### src/rtl/vga_timing_pkg.sv
// vga_timing_pkg: 640x480@60 defaults, total derivation and the shared coordinate type
package vga_timing_pkg;
   typedef logic [9:0] coord_t;
   localparam int H_VISIBLE_DEF = 640;
   localparam int H_FRONT_DEF   = 16;
   localparam int H_SYNC_DEF    = 96;
   localparam int H_BACK_DEF    = 48;
   localparam int V_VISIBLE_DEF = 480;
   localparam int V_FRONT_DEF   = 10;
   localparam int V_SYNC_DEF    = 2;
   localparam int V_BACK_DEF    = 33;
   function automatic int h_total(int vis, int fr, int sy, int bk);
      return vis + fr + sy + bk;
   endfunction
   function automatic int v_total(int vis, int fr, int sy, int bk);
      return vis + fr + sy + bk;
   endfunction
endpackage

### src/rtl/vga_timing_gen_if.sv
// vga_timing_gen_if: raster timing bundle between the generator and its renderers
interface vga_timing_gen_if;
   logic                   pixel_en;
   vga_timing_pkg::coord_t DrawX;
   vga_timing_pkg::coord_t DrawY;
   logic                   blank;
   logic                   hs;
   logic                   vs;
   logic                   hs_d;
   logic                   vs_d;
   logic                   blank_d;
   logic                   line_start;
   logic                   frame_start;
   logic [7:0]             frame_count;
   modport master (input pixel_en, output DrawX, DrawY, blank, hs, vs, hs_d, vs_d, blank_d,
                   line_start, frame_start, frame_count);
   modport slave  (output pixel_en, input DrawX, DrawY, blank, hs, vs, hs_d, vs_d, blank_d,
                   line_start, frame_start, frame_count);
endinterface

### src/rtl/vga_sync_delay.sv
// vga_sync_delay: fixed-depth shift register with per-bit reset value; depth 0 is a wire
module vga_sync_delay #(
   parameter int               DEPTH   = 1,
   parameter int               WIDTH   = 3,
   parameter logic [WIDTH-1:0] RST_VAL = '0
) (
   input  logic             vga_clk,
   input  logic             reset_n,
   input  logic [WIDTH-1:0] d,
   output logic [WIDTH-1:0] q
);
   generate
      if (DEPTH == 0) begin : g_pass
         assign q = d;
      end else begin : g_sr
         logic [WIDTH-1:0] sr [DEPTH];
         // shift every clock so the delay matches the renderer pipeline, not pixel_en
         always_ff @(posedge vga_clk or negedge reset_n) begin
            if (!reset_n) begin
               for (int i = 0; i < DEPTH; i++) sr[i] <= RST_VAL;
            end else begin
               sr[0] <= d;
               for (int i = 1; i < DEPTH; i++) sr[i] <= sr[i-1];
            end
         end
         assign q = sr[DEPTH-1];
      end
   endgenerate
endmodule

### src/rtl/vga_timing_gen.sv
// vga_timing_gen: raster counters, sync/blank decode, line/frame markers and frame counter
module vga_timing_gen
   import vga_timing_pkg::*;
#(
   parameter int H_VISIBLE  = H_VISIBLE_DEF,
   parameter int H_FRONT    = H_FRONT_DEF,
   parameter int H_SYNC     = H_SYNC_DEF,
   parameter int H_BACK     = H_BACK_DEF,
   parameter int V_VISIBLE  = V_VISIBLE_DEF,
   parameter int V_FRONT    = V_FRONT_DEF,
   parameter int V_SYNC     = V_SYNC_DEF,
   parameter int V_BACK     = V_BACK_DEF,
   parameter int PIPE_DELAY = 1
) (
   input logic        vga_clk,
   input logic        reset_n,
   vga_timing_gen_if.master vga
);
   localparam int     H_TOTAL = h_total(H_VISIBLE, H_FRONT, H_SYNC, H_BACK);
   localparam int     V_TOTAL = v_total(V_VISIBLE, V_FRONT, V_SYNC, V_BACK);
   localparam coord_t H_LAST  = coord_t'(H_TOTAL - 1);
   localparam coord_t V_LAST  = coord_t'(V_TOTAL - 1);
   localparam coord_t H_VIS   = coord_t'(H_VISIBLE);
   localparam coord_t V_VIS   = coord_t'(V_VISIBLE);
   localparam coord_t HS_BEG  = coord_t'(H_VISIBLE + H_FRONT);
   localparam coord_t HS_END  = coord_t'(H_VISIBLE + H_FRONT + H_SYNC);
   localparam coord_t VS_BEG  = coord_t'(V_VISIBLE + V_FRONT);
   localparam coord_t VS_END  = coord_t'(V_VISIBLE + V_FRONT + V_SYNC);
   coord_t     hc, vc;
   logic [7:0] fc;
   logic       h_wrap, v_wrap, hs, vs, blank;
   logic [2:0] dq;
   assign h_wrap = (hc == H_LAST);
   assign v_wrap = (vc == V_LAST);
   // raster position and completed-frame count advance only on enabled pixels
   always_ff @(posedge vga_clk or negedge reset_n) begin
      if (!reset_n) begin
         hc <= '0;
         vc <= '0;
         fc <= '0;
      end else if (vga.pixel_en) begin
         hc <= h_wrap ? '0 : hc + 1'b1;
         if (h_wrap) vc <= v_wrap ? '0 : vc + 1'b1;
         if (h_wrap && v_wrap) fc <= fc + 1'b1;
      end
   end
   assign blank = (hc < H_VIS) && (vc < V_VIS);
   assign hs    = !((hc >= HS_BEG) && (hc < HS_END));
   assign vs    = !((vc >= VS_BEG) && (vc < VS_END));
   vga_sync_delay #(.DEPTH(PIPE_DELAY), .WIDTH(3), .RST_VAL(3'b110)) u_delay (
      .vga_clk (vga_clk),
      .reset_n (reset_n),
      .d       ({hs, vs, blank}),
      .q       (dq)
   );
   assign vga.DrawX       = hc;
   assign vga.DrawY       = vc;
   assign vga.blank       = blank;
   assign vga.hs          = hs;
   assign vga.vs          = vs;
   assign vga.hs_d        = dq[2];
   assign vga.vs_d        = dq[1];
   assign vga.blank_d     = dq[0];
   assign vga.line_start  = reset_n && vga.pixel_en && (hc == '0);
   assign vga.frame_start = reset_n && vga.pixel_en && (hc == '0) && (vc == '0);
   assign vga.frame_count = fc;
endmodule

### src/flat_wrapper.sv
// flat-port wrapper written by rule: the top's interface ports become plain ports
module vga_timing_gen_flat import vga_timing_pkg::*;
#(
   parameter int H_VISIBLE  = H_VISIBLE_DEF,
   parameter int H_FRONT    = H_FRONT_DEF,
   parameter int H_SYNC     = H_SYNC_DEF,
   parameter int H_BACK     = H_BACK_DEF,
   parameter int V_VISIBLE  = V_VISIBLE_DEF,
   parameter int V_FRONT    = V_FRONT_DEF,
   parameter int V_SYNC     = V_SYNC_DEF,
   parameter int V_BACK     = V_BACK_DEF,
   parameter int PIPE_DELAY = 1
)
  (vga_clk, reset_n, vga_pixel_en, vga_DrawX, vga_DrawY, vga_blank, vga_hs, vga_vs, vga_hs_d, vga_vs_d, vga_blank_d, vga_line_start, vga_frame_start, vga_frame_count);
  vga_timing_gen_if vga_i ();
  input logic vga_clk;
  input logic reset_n;
  input wire logic [$bits(vga_i.pixel_en)-1:0] vga_pixel_en;
  output wire logic [$bits(vga_i.DrawX)-1:0] vga_DrawX;
  output wire logic [$bits(vga_i.DrawY)-1:0] vga_DrawY;
  output wire logic [$bits(vga_i.blank)-1:0] vga_blank;
  output wire logic [$bits(vga_i.hs)-1:0] vga_hs;
  output wire logic [$bits(vga_i.vs)-1:0] vga_vs;
  output wire logic [$bits(vga_i.hs_d)-1:0] vga_hs_d;
  output wire logic [$bits(vga_i.vs_d)-1:0] vga_vs_d;
  output wire logic [$bits(vga_i.blank_d)-1:0] vga_blank_d;
  output wire logic [$bits(vga_i.line_start)-1:0] vga_line_start;
  output wire logic [$bits(vga_i.frame_start)-1:0] vga_frame_start;
  output wire logic [$bits(vga_i.frame_count)-1:0] vga_frame_count;
  assign vga_i.pixel_en = vga_pixel_en;
  assign vga_DrawX = vga_i.DrawX;
  assign vga_DrawY = vga_i.DrawY;
  assign vga_blank = vga_i.blank;
  assign vga_hs = vga_i.hs;
  assign vga_vs = vga_i.vs;
  assign vga_hs_d = vga_i.hs_d;
  assign vga_vs_d = vga_i.vs_d;
  assign vga_blank_d = vga_i.blank_d;
  assign vga_line_start = vga_i.line_start;
  assign vga_frame_start = vga_i.frame_start;
  assign vga_frame_count = vga_i.frame_count;
  vga_timing_gen #(.H_VISIBLE(H_VISIBLE), .H_FRONT(H_FRONT), .H_SYNC(H_SYNC), .H_BACK(H_BACK), .V_VISIBLE(V_VISIBLE), .V_FRONT(V_FRONT), .V_SYNC(V_SYNC), .V_BACK(V_BACK), .PIPE_DELAY(PIPE_DELAY)) u_core (.vga_clk(vga_clk), .reset_n(reset_n), .vga(vga_i));
endmodule
### config.mk
export PLATFORM = sky130hd
export DESIGN_NAME = vga_timing_gen_flat
export DESIGN_NICKNAME = d
export VERILOG_FILES = /design/src/rtl/vga_timing_pkg.sv /design/src/rtl/vga_timing_gen_if.sv /design/src/rtl/vga_sync_delay.sv /design/src/rtl/vga_timing_gen.sv /design/src/flat_wrapper.sv
export SDC_FILE = /design/constraint.sdc
export NUM_CORES = 1
export LEC_CHECK = 0
export BUFFER_PORTS_ARGS = -buffer_cell sky130_fd_sc_hd__buf_2
export CAP_MARGIN = 20
export CORE_MARGIN = 2
export CORE_UTILIZATION = 53
export CTS_CLUSTER_DIAMETER = 100
export DETAILED_ROUTE_END_ITERATION = 6
export HOLD_SLACK_MARGIN = 0.12
export PLACE_DENSITY = 0.89
export SYNTH_ARGS = -nofsm -noshare
export SYNTH_HDL_FRONTEND = slang
export SYNTH_HIERARCHICAL = 1
export SYNTH_SLANG_ARGS = --single-unit
export TNS_END_PERCENT = 50
### constraint.sdc
create_clock -name vga_clk -period 2.1 [get_ports vga_clk]
set_input_delay 0 -clock vga_clk [delete_from_list [all_inputs] [get_ports vga_clk]]
set_output_delay 0 -clock vga_clk [all_outputs]
set_load 0.05 [all_outputs]
==> run_results.csv <==
group,metric,value,unit
power,power_density,764,mW/mm^2
global_route,grt_start_max_net_pins,32,
global_route,grt_util_all_layers,22.0,%
sta,fin_crit_sh,93.8,%
routing,wl_per_cell,15.1,um
floorplan,initial_core_util,55.2,%
sta,worstMarginPinSlew,0.416,ns
worst_setup_path,worstSetupEndpointType,"output pin",
routing,first_pass_iters,4,
cells_and_area,area_growth,18.3,%
sta,timing.final.ws_setup,0.130,ns
clock_tree,cts.sinks,31,
yosys,synth_top_flop_cell,"dfrtp_1",
global_route,first_global_vias,1215,
min_path,min_path_type,"input pin to asynchronous set/reset pin",
worst_setup_path,cpMaxStageDelayCell,"dfrtp_1",
worst_setup_path,endpoint,"vga_frame_start",
floorplan,io_pins,39,
yosys,synth_area,0.00166,mm^2
worst_setup_path,worst-r2r-setup-slack,0.16,ns
clock_tree,cts_tree,"done",
yosys,ys_seq_area_share,47.0,%
floorplan,core,0.00300,mm^2
worst_setup_path,cp-start-kind,"flop",
sta,setup_tns,0,ns
power,p_comb_share,26.7,%
cells_and_area,num-nets-final,205,
clock_tree,cts_setup_buffers,0,
routing,viasPerCell,5.80,
clock_tree,numCtsBuffers,5,
power,power.switching,580,uW
sta,rsz0062_at_grt,"no",
worst_setup_path,path_cells,"nor4_2 > nand4_1 > nor4_4 > and4_4 > buf_6",
sta,hold_viol_final,0,
sta,fin_skew,0.00479,ns
routing,wl,3.47,mm
worst_setup_path,r2r_start,"u_core/vga.DrawX[0]",
placed_design,portBuffers,38,
sta,max_freq,508,MHz
power,power_switching_share,38.7,%
sta,period_minus_slack,1.97,ns
worst_setup_path,required,2.10,ns
worst_setup_path,cp-startpoint,"u_core/vga.DrawX[7]",
worst_setup_path,worst_r2r_path_depth,5,
floorplan,die_w,59.9,um
placed_design,place.gp.congestion,0.831,
power,p_int,918,uW
power,vdd_ir_drop_max,0.758,mV
sta,slew_viol_final,0,
floorplan,die_h,59.9,um
yosys,ys_ff_latch,31,
routing,num_vias,1335,
sta,finalSetupViolations,0,
cells_and_area,multi_input_area,816,um^2
yosys,yosysWarningCount,6,
yosys,async_flop_share,100,%
cells_and_area,nFillCells,239,
routing,drt.antenna.violating_nets,0,
sta,hold_ws,0.240,ns
worst_setup_path,r2r_end,"u_core/vga.frame_count[1]",
yosys,synthDistinctLibCells,35,
yosys,syn-mean-instance-area,10.6,um^2
clock_tree,clkLatencyLatePin,0.33,ns
placed_design,hpwl,2.46,mm
global_route,grt_pass1_wl,5.69,mm
routing,dr.first_iter.drc_count,78,
floorplan,die_area,0.00359,mm^2
power,p_leak,0.000991,uW
cells_and_area,antenna_cells,0,
worst_setup_path,max_stage_delay,0.47,ns
power,clock_power_share,22.9,%
cells_and_area,drive_gt1_share,32.0,%
sta,slew_headroom,72.3,%
cells_and_area,regArea,781,um^2
worst_setup_path,arrival,1.97,ns
clock_tree,root_buffer,"clkbuf_4",
floorplan,rows,20,
worst_setup_path,path_class,"flop to output pin",
routing,drcViolationCount,0,
yosys,postSynthCellCount,156,
clock_tree,cts_buffer_depth,2,
global_route,grt-ovfl-total,0,
clock_tree,ctsHtreeMaxLevel,2,
run_status,status,"finished clean",
power,seqPwrFrac,50.4,%
worst_setup_path,worstPathMaxFanout,7,
yosys,synth_nets,164,
global_route,antenna_found_initial,0,
yosys,synth_edf_count,0,
power,power.total,1500,uW
run,cap_viol_max_count,0,
clock_tree,clk_pin_slew,0.09,ns
cells_and_area,fin_util,65.3,%
cells_and_area,final_common_cell,"buf_2",
cells_and_area,layout_common_cells,"buf_2, dfrtp_1, nand3_1",
placed_design,pre_cts_ws,0.203,ns
## state kept, by name, summed over array words and instances (netlist names)
name,cells
u_core/u_delay/q,3
u_core/vga.DrawX,10
u_core/vga.DrawY,10
u_core/vga.frame_count,8
## cells in the mapped netlist (4+ instances only)
cell type,instances,area share (%)
nor2_1,5,1.1
nand4_1,9,3.4
buf_2,4,1.2
nor3_1,8,2.4
xor2_1,11,5.8
ha_1,5,3.8
inv_1,7,1.6
o21ai_0,8,2.4
xnor2_1,7,3.7
and3_1,5,1.9
nand3_1,16,4.8
dfrtp_1,29,44
nand2_1,7,1.6
## worst max-delay path: cells and delay by family (launching register included)
family	cells	cell delay, ns
DFF	1	0.47
and+or+nand+nor	4	1.01
buffers and inverters	1	0.15
## stage by stage
stage | instances | instance area, um^2
2_1_floorplan | 156 | 1680
4_1_cts | 230 | 1950
3_3_place_gp | 221 | 1870
3_5_place_dp | 221 | 1870
6_report | 230 | 1960
5_1_grt | 230 | 1960
## power groups by stage
stage | logic (uW) | registers [uW] | clock network, uW
after global routing | 431 | 765 | 387
after floorplan | 190 | 883 | 0
after detailed placement | 392 | 763 | 0
after global placement | 393 | 756 | 0
final | 399 | 755 | 343
after CTS | 396 | 751 | 354
## layout make-up
class | instances | area share, %
sequential | 31 | 39.8
timing repair buffer | 43 | 12.2
inverter | 7 | 1.34
tap | 33 | 2.11
multi-input combinational | 109 | 41.6
clock buffer | 6 | 2.62
clock inverter | 1 | 0.255
## how the worst min path moves through the flow
stage | endpoint | slack (ns) | depth (start not counted)
6_report | u_core/vga.frame_count[4] | 0.24 | 3
5_1_grt | u_core/vga.frame_count[4] | 0.29 | 3
4_1_cts | u_core/vga.frame_count[4] | 0.24 | 3
3_5_place_dp | u_core/vga.frame_count[4] | 0.07 | 2
3_3_place_gp | u_core/vga.frame_count[7] | 0.07 | 2
2_1_floorplan | u_core/u_delay/q[0] | -0.30 | 0
## what timing repair did
item | 4_1_cts | 5_1_grt
hold endpoints to repair | 35 | 0
hold buffers | 2 | 0
setup endpoints to repair | 0 | 1
gates resized for setup | 0 | 4
## cell families after synthesis
group	synth area share [%]
adder cells (fa/ha/maj)	3.78
buffers and inverters	5.51
multiplexers	1.89
flip-flops	47.0
AND/OR/NAND/NOR	27.9
AO/OA/AOI/OAI	4.46
XOR/XNOR	9.52
## metal layers
layer,vias up,global-route usage [%],part of all wire [%]
li1,644,-,-
met3,7,8.23,5.0
met5,-,0,0
met1,637,27.1,45
met4,0,9.21,2.0
met2,47,34.6,48
(Power assumes the default switching activity.)
